`config.mk`:
```
export PLATFORM = sky130hd
export DESIGN_NAME = shift_serializer
export DESIGN_NICKNAME = d
export VERILOG_FILES = /design/src/rtl/shift_serializer.sv
export SDC_FILE = /design/constraint.sdc
export NUM_CORES = 1
export LEC_CHECK = 0
export BUFFER_PORTS_ARGS = -buffer_cell sky130_fd_sc_hd__buf_2
export CELL_PAD_IN_SITES_DETAIL_PLACEMENT = 0
export CELL_PAD_IN_SITES_GLOBAL_PLACEMENT = 1
export CORE_MARGIN = 2
export CORE_UTILIZATION = 31
export CTS_BUF_LIST = sky130_fd_sc_hd__clkbuf_4
export CTS_CLUSTER_DIAMETER = 40
export DETAILED_ROUTE_END_ITERATION = 12
export GPL_ROUTABILITY_DRIVEN = 0
export PLACE_DENSITY = 0.66
export SYNTH_ARGS = -nofsm -noshare
export SYNTH_HDL_FRONTEND = slang
export SYNTH_SLANG_ARGS = --single-unit
```
`constraint.sdc`:
```
create_clock -name clk -period 2.65 [get_ports clk]
set_clock_uncertainty 0.2 [all_clocks]
set_input_delay 0.3975 -clock clk [delete_from_list [all_inputs] [get_ports clk]]
set_output_delay 0.3975 -clock clk [all_outputs]
set_load 0.01 [all_outputs]
```
`src/rtl/shift_serializer.sv`:
```
// Parallel-to-serial shifter fed from a show-ahead FIFO. Each word is shifted
// out over DATA_WIDTH*CLK_DIV clocks, and a gapless reload happens on the last bit.
module shift_serializer #(
  parameter int unsigned DATA_WIDTH = 8,
  parameter int unsigned CLK_DIV    = 4,
  parameter bit          MSB_FIRST  = 1'b1
) (
  input  logic                  clk,
  input  logic                  rst,
  input  logic                  enable,
  input  logic                  fifo_rd_vld,
  input  logic [DATA_WIDTH-1:0] fifo_rd_data,
  output logic                  fifo_rd_en,
  output logic                  ser_clk,
  output logic                  ser_dat,
  output logic                  ser_frame,
  output logic                  busy,
  output logic [15:0]           tx_count
);

  localparam int unsigned DivW = (CLK_DIV > 1) ? $clog2(CLK_DIV) : 1;
  localparam int unsigned BitW = (DATA_WIDTH > 1) ? $clog2(DATA_WIDTH) : 1;
  localparam logic [DivW-1:0] DivLast = DivW'(CLK_DIV - 1);
  localparam logic [DivW-1:0] DivHalf = DivW'(CLK_DIV / 2);
  localparam logic [BitW-1:0] BitLast = BitW'(DATA_WIDTH - 1);

  typedef enum logic [0:0] {StIdle, StShift} state_e;

  state_e                r_state;
  logic [DivW-1:0]       r_div_cnt;
  logic [BitW-1:0]       r_bit_cnt;
  logic [DATA_WIDTH-1:0] r_shreg;
  logic [15:0]           r_tx_count;

  state_e                w_state_nxt;
  logic [DivW-1:0]       w_div_nxt;
  logic [BitW-1:0]       w_bit_nxt;
  logic [DATA_WIDTH-1:0] w_shreg_nxt;
  logic [15:0]           w_tx_nxt;

  logic w_in_shift;
  logic w_div_end;
  logic w_last_tick;

  assign w_in_shift  = (r_state == StShift);
  assign w_div_end   = (r_div_cnt == DivLast);
  assign w_last_tick = w_in_shift && w_div_end && (r_bit_cnt == BitLast);

  // Pop only when a load decision is being made this cycle; rst gates it so
  // the FIFO never loses a word while the block is held in reset.
  assign fifo_rd_en = !rst && fifo_rd_vld && enable && (!w_in_shift || w_last_tick);

  always_comb begin
    w_state_nxt = r_state;
    w_div_nxt   = r_div_cnt;
    w_bit_nxt   = r_bit_cnt;
    w_shreg_nxt = r_shreg;
    w_tx_nxt    = r_tx_count;
    unique case (r_state)
      StIdle: begin
        if (fifo_rd_en) begin
          w_state_nxt = StShift;
          w_div_nxt   = '0;
          w_bit_nxt   = '0;
          w_shreg_nxt = fifo_rd_data;
        end
      end
      StShift: begin
        w_div_nxt = w_div_end ? '0 : r_div_cnt + DivW'(1);
        if (w_last_tick) begin
          w_tx_nxt = r_tx_count + 16'd1;
          if (fifo_rd_en) begin
            w_bit_nxt   = '0;
            w_shreg_nxt = fifo_rd_data;
          end else begin
            w_state_nxt = StIdle;
          end
        end else if (w_div_end) begin
          w_bit_nxt   = r_bit_cnt + BitW'(1);
          w_shreg_nxt = MSB_FIRST ? (r_shreg << 1) : (r_shreg >> 1);
        end
      end
      default: w_state_nxt = StIdle;
    endcase
  end

  always_ff @(posedge clk or posedge rst) begin
    if (rst) begin
      r_state    <= StIdle;
      r_div_cnt  <= '0;
      r_bit_cnt  <= '0;
      r_shreg    <= '0;
      r_tx_count <= '0;
    end else begin
      r_state    <= w_state_nxt;
      r_div_cnt  <= w_div_nxt;
      r_bit_cnt  <= w_bit_nxt;
      r_shreg    <= w_shreg_nxt;
      r_tx_count <= w_tx_nxt;
    end
  end

  // Outputs are gated by state so IDLE always presents a quiet line.
  assign ser_clk   = w_in_shift && (r_div_cnt >= DivHalf);
  assign ser_dat   = w_in_shift && (MSB_FIRST ? r_shreg[DATA_WIDTH-1] : r_shreg[0]);
  assign ser_frame = w_in_shift;
  assign busy      = w_in_shift;
  assign tx_count  = r_tx_count;

endmodule

```
After elaboration in Yosys (flattened, before gate mapping)
Index checks and enable logic that the tools add are counted.
{ "word_totals": {"ff_bits": 30, "latchBits": 0, "ramBits": 0, "rom_bits": 0, "in_bits": 12, "out_inout_bits": 21, "mem_count": 0} }
{ "op_classes": {"n_addsub": 3, "mul": 0, "div_mod_pow": 0, "n_lt_le_gt_ge": 1, "eq_ne": 4, "n_shift": 0, "mux": 14, "n_bitwise": 1, "reduce_logical": 11} }
{ "ops": {"columns": ["op", "count"], "rows": [
  ["8-bit two-way mux", 3],
  ["16-bit by 1-bit adder with 16-bit output (second input constant)", 1],
  ["8-bit case mux with 2 select lines", 1],
  ["3-bit two-way mux", 3],
  ["1-bit logical AND", 7],
  ["3-bit case mux with 2 select lines", 1],
  ["2-bit two-way mux", 2],
  ["2-bit case mux with 2 select lines", 1],
  ["3-bit by 1-bit adder with 3-bit output (second input constant)", 1],
  ["3-bit == test (second input constant)", 1],
  ["3-bit by 1-bit inequality test with 1-bit output (second input constant)", 1],
  ["2-bit by 1-bit adder with 2-bit output (second input constant)", 1],
  ["2-bit == test (second input constant)", 1],
  ["2-bit greater-or-equal comparator (second input constant)", 1],
  ["1-bit zero test", 2],
  ["1-bit two-way mux", 2],
  ["2-bit inequality test (second input constant)", 1],
  ["1-bit case mux with 2 select lines", 1],
  ["2-bit AND reduction", 1],
  ["1-bit logical OR", 1],
  ["1-bit NOT", 1]
]} }

Logic depth before layout (Yosys ltp)
{ "logic_depth": {"depth_word": 8, "depth_mapped": 8, "depth_no_buf": 6} }

Worst setup path before layout
Ideal clock, no wire load.
{ "synth_path": {"kind": "register to output", "startpoint": "register r_bit_cnt[0]", "endpoint": "output fifo_rd_en", "arrival_time_ns": 1.428, "required_time_ns": 2.053, "setup_slack_ns": 0.624, "path_stages_with_launch": 8, "n_path_buf": 2, "path_cell_list": "dfrtp_1 ha_1 ha_1 a21bo_2 buf_4 nand2b_1 buf_2 inv_1"} }
{ "synth_between": {"elab_chain_cells": 4} }
{ "synth_lines": {"columns": ["element", "line_no", "text"], "rows": [
  ["start, declared", "31", "logic [BitW-1:0] r_bit_cnt;"],
  ["start signal, assigned", "97", "r_bit_cnt <= w_bit_nxt;"],
  ["3-bit == test", "47", "assign w_last_tick = w_in_shift && w_div_end && (r_bit_cnt == BitLast);"],
  ["1-bit logical AND", "47", null],
  ["1-bit logical OR", "51", "assign fifo_rd_en = !rst && fifo_rd_vld && enable && (!w_in_shift || w_last_tick);"],
  ["1-bit logical AND", "51", null],
  ["end, declared", "13", "output logic fifo_rd_en,"]
]} }
Every way passes these cells.

Worst setup path in the final report
{ "layout_path": {"startpoint": "input rst", "endpoint": "output fifo_rd_en"} }
{ "layout_between": {"elab_chain_cells": 4} }
{ "layout_lines": {"columns": ["element", "line_no", "text"], "rows": [
  ["start, declared", "9", "input logic rst,"],
  ["1-bit zero test (no line)", null, null],
  ["1-bit logical AND (3 in a row)", "51", null]
]} }
Every way passes these cells.

==> results.txt <==
- Setup repair after global routing left no endpoint under its margin.
- Post-CTS timing repair inserted 0 buffers for setup.
- Worst voltage drop across the vdd grid: 0.3777 mV
- The worst setup path is launched from a primary input.
* Crit Reg-Reg Endpoint: tx_count[7]$_DFFE_PP0P_
* Wire length of the first global-routing pass: 4899 µm
- From left edge to right edge, the die measures 72.54 µm.
* Internal power summed over all cells: 1080 µW
- P&R area growth vs syn: 20.27%
- Post-Route Hold Slack: 186.9 ps
- For the worst setup path, the data required time is 2050 ps.
- Synthesis produced a netlist with a net count of 142.
- In this run the cell area of the synthesized design comes to 0.001456 mm².
* Share of post-route cells with drive strength above 1: 30.00%
- CTS saw 30 sinks.
- Largest family of logic cells by synthesized area: simple AND/OR/NAND/NOR gates
- Standard cell core area: 0.004444 mm²
- The die covers 0.005262 mm².
- Remaining global-route overflow: 0
- Count of input and output buffers: 32
- Summed over all failing endpoints, the final setup total negative slack is 0 ps.
* Count of nets left with antenna violations after detail routing: 0
- Depth of the most critical reg-to-reg path: 6
* Largest incremental delay on the critical path: 540 ps
- The worst register-to-register path begins at r_bit_cnt[0]$_DFFE_PP0P_.
- For the pin with the worst max-slew slack, the measured transition is 446.8 ps.
* Slew Limit Fails: 0
- Via count: 1,064
* Filler Cells Inserted: 449
- Summed over all cells, the static leakage comes to 0.0008590 µW.
* Total global-route track usage: 12.05%
* Level count of the clock H-tree: 2
- For this run, the register share of the synthesized area comes to 51.55%.
- Maximum number of pins on one net before global-route repair: 31
* Routed wire length per instance: 13.75 µm
* Maxcap violations: 0
- Parity-gate share of the synthesized area counting xor and xnor cells: 9.021%
* Run status: finished, final reports clean
- Counting instances, the worst hold path has a depth of 3.
- Library cell occupying the most area in the post-synthesis netlist: sky130_fd_sc_hd__dfrtp_1
- The number of antenna violations at the first check in global routing is 0.
* Simple logic cell fraction of the synthesized area: 14.52%
- Together, buffers and inverters on the worst path number 4.
* Multiplexer share of the synthesized area: 2.234%
- After clock tree synthesis, the clock-pin slew on the worst setup and hold paths is 110 ps.
- The clock passes through at most 2 buffers.
- Endpoint arrival time on the critical path: 1900 ps
- Setup violations remaining at the end of the flow were counted as 0.
- Starting density of the core: 32.77%
- TritonCTS clock tree: yes
* Worst-path cell with the longest stage delay: sky130_fd_sc_hd__dlygate4sd3_1
* Cell with the most instances on the worst path: sky130_fd_sc_hd__buf_2
* Number of synthesized register bits: 30
- Max Clock Freq: 400.9 MHz
- Summed over all nets, the half-perimeter wirelength after detailed placement is 2067 µm.
* Total routed wirelength: 2914 µm
- The tightest min-delay check is of the in -> reg type.
- Counting I/O delays and the setup requirement, the final critical path takes 2494 ps.
* Share of the cycle needed by the critical path after routing: 94.13%
- Pre-CTS WS: 477.4 ps
- For this design the ratio of total power to cell area is 879.2 mW/mm².
- Number of antenna cells inserted: 0
* Std cell rows: 24
- In this run the vertical extent of the chip is 72.54 µm.
- Switching Share: 29.88%
- Combinational Power Share: 28.6%
- Of the total power, the clock network draws 29.5%.
* Critical path depth in cells: 6
* Part of the total power dissipated in sequential elements: 41.9%
- Total count of hold-check failures in the final report: 0
* Area contributors post-synth: sky130_fd_sc_hd__dfrtp_1, sky130_fd_sc_hd__xnor2_1, sky130_fd_sc_hd__ha_1
- Clock latency on the worst-skew pair, taken at its later pin, is 330 ps.
* Share of the synthesized area in the top cell type: 51.55%
- Number of nets in the finished design: 176
- Headroom to the max-slew limit came out at 69.98%.
- Final critical-path setup slack: 155.5 ps
- Drt first pass iters: 4
- Traced cell by cell, the critical path runs through dlygate4sd3_1, buf_2, nand3b_1, nand2b_2, inv_1, buf_2.
- Count of different cell masters after synthesis: 31
- A synthesized cell averages 11.65 µm².
- Of the total synthesized cell area, the portion taken by full adders, half adders and majority gates is 4.296%.
* Worst Hold End: r_shreg[4]$_DFFE_PP0P_
- In this run, the number of DRC markers left after iteration 0 of detailed routing was 47.
- Summed over all nets, the switching power comes to 460.2 µW.
* Flop2flop setup slack: 580 ps
* Clock buffer count from CTS: 5
* Largest delay share family, worst path: buffers and inverters
- Along the worst path, the maximum fanout reaches 8.
- In the routed design, unresolved DRC markers number 0.
- STA classifies the critical path endpoint as a primary output.
* Via-per-instance ratio: 5.019
- Io pins: 33
- Clock Tree Root: sky130_fd_sc_hd__clkbuf_4
* Via count of the first global-routing pass: 1,080
- The worst setup path is of the in -> out kind.
- Synthesis handed over a netlist of 125 instances.
* Fraction of the mapped netlist area in compound gates: 13.32%
- Yosys printed 0 warnings.
- Hold path start: fifo_rd_data[4]
==> layout by cell type, fill, tap and decap left out, types with 2 or more instances in the layout <==
cell                        netlist  layout
sky130_fd_sc_hd__and2_1           3       3
sky130_fd_sc_hd__o22ai_1          7       7
sky130_fd_sc_hd__xor2_1           3       3
sky130_fd_sc_hd__a2bb2oi_1        7       7
sky130_fd_sc_hd__nand2_1          7       7
sky130_fd_sc_hd__inv_1            6       6
sky130_fd_sc_hd__and3_1           4       4
sky130_fd_sc_hd__mux2_2           2       2
sky130_fd_sc_hd__a22o_1           5       5
sky130_fd_sc_hd__buf_2            1      32
sky130_fd_sc_hd__xnor2_1         12      12
sky130_fd_sc_hd__nor3_2           2       2
sky130_fd_sc_hd__clkbuf_4         0       5
sky130_fd_sc_hd__nor2_1           3       3
sky130_fd_sc_hd__o21ai_0          2       2
sky130_fd_sc_hd__nand4_1          6       6
sky130_fd_sc_hd__nand3b_1         3       3
sky130_fd_sc_hd__bufinv_16        0       2
sky130_fd_sc_hd__dfrtp_1         30      30
sky130_fd_sc_hd__ha_1             5       5
==> flip-flops by register name, summed over array words and instances (netlist names) <==
register   count
tx_count      16
r_shreg        8
r_bit_cnt      3
r_div_cnt      2
busy           1
==> cell type report <==
class                      instances  area, µm²  share of cell area [%]
clock buffer                       5      37.54                   2.143
sequential                        30      750.7                   42.86
multi-input combinational         82      634.4                   36.21
clock inverter                     3      63.81                   3.643
timing repair buffer              34      177.7                   10.14
inverter                           6      22.52                   1.286
tap                               52      65.06                   3.714
==> Yosys cell counts <==
master                      count
sky130_fd_sc_hd__nand2b_1       2
sky130_fd_sc_hd__inv_1          6
sky130_fd_sc_hd__nand2_1        7
sky130_fd_sc_hd__nor3_1         1
sky130_fd_sc_hd__buf_2          1
sky130_fd_sc_hd__buf_6          1
sky130_fd_sc_hd__a2bb2oi_1      7
sky130_fd_sc_hd__o22ai_1        7
sky130_fd_sc_hd__a22o_1         5
sky130_fd_sc_hd__and3_1         4
sky130_fd_sc_hd__o2bb2a_1       1
sky130_fd_sc_hd__dfrtp_1       30
sky130_fd_sc_hd__clkbuf_2       1
sky130_fd_sc_hd__and2_1         3
sky130_fd_sc_hd__nor2_1         3
sky130_fd_sc_hd__o21ai_0        2
sky130_fd_sc_hd__ha_1           5
sky130_fd_sc_hd__nand4_1        6
sky130_fd_sc_hd__nor3_2         2
sky130_fd_sc_hd__o21a_1         1
sky130_fd_sc_hd__xor2_1         3
sky130_fd_sc_hd__nand3b_1       3
sky130_fd_sc_hd__mux2i_1        1
sky130_fd_sc_hd__xnor2_1       12
sky130_fd_sc_hd__nand4_4        1
sky130_fd_sc_hd__a21bo_2        1
sky130_fd_sc_hd__a21boi_0       1
sky130_fd_sc_hd__buf_4          4
sky130_fd_sc_hd__mux2_2         2
sky130_fd_sc_hd__nand2_2        1
sky130_fd_sc_hd__nand3_1        1
==> power by group through the flow <==
stage	Combinational, µW	Clock (µW)	Sequential [µW]
CTS	447	465	645
finish	441	455	645
floorplan	353	0	628
global route	494	485	661
detailed placement	443	0	650
global placement	424	0	646
==> routing by layer <==
metal  vias up  global-route usage [%]  part of all wire, %
met5         -                       0                    0
met4         0                   4.321                  1.1
met3         5                   3.889                  5.7
met2        31                   18.79                   46
met1       518                   15.67                   47
li1        510                       -                    -
==> per-stage QoR <==
stage | utilization (%) | power (µW) | std cells | area, µm²
finish | 39.41 | 1540 | 212 | 1752
global route | 39.41 | 1640 | 212 | 1752
CTS | 39.36 | 1557 | 212 | 1749
global placement | 36.85 | 1070 | 203 | 1638
detailed placement | 36.85 | 1093 | 203 | 1638
floorplan | - | 981.4 | 125 | 1456
==> logic make-up after synthesis <==
logic type	count (synthesis)
DFF	30
AOI/OAI and AO/OA	25
and+or+nand+nor	34
muxes	3
adders and majority gates	5
buffers and inverters	13
xor gates and xnor gates	15
==> how the worst max path moves through the flow <==
stage	slack, ps	to	start
after floorplan	620	fifo_rd_en	r_bit_cnt[0]$_DFFE_PP0P_
after global placement	510	fifo_rd_en	r_bit_cnt[0]$_DFFE_PP0P_
after detailed placement	480	fifo_rd_en	r_bit_cnt[0]$_DFFE_PP0P_
after CTS	100	fifo_rd_en	r_bit_cnt[0]$_DFFE_PP0P_
after global routing	60	fifo_rd_en	rst
final	160	fifo_rd_en	rst
==> tightest hold or removal path, cell delays in order <==
cell and delay [ps]:
sky130_fd_sc_hd__buf_2 90, sky130_fd_sc_hd__o22ai_1 60, sky130_fd_sc_hd__a2bb2oi_1 140
==> what timing repair did <==
item	CTS	global route
hold buffers	1	0
endpoints found under the hold margin	30	0
setup endpoints to repair	0	1
resized for setup	0	1
(Power assumes the default switching activity.)
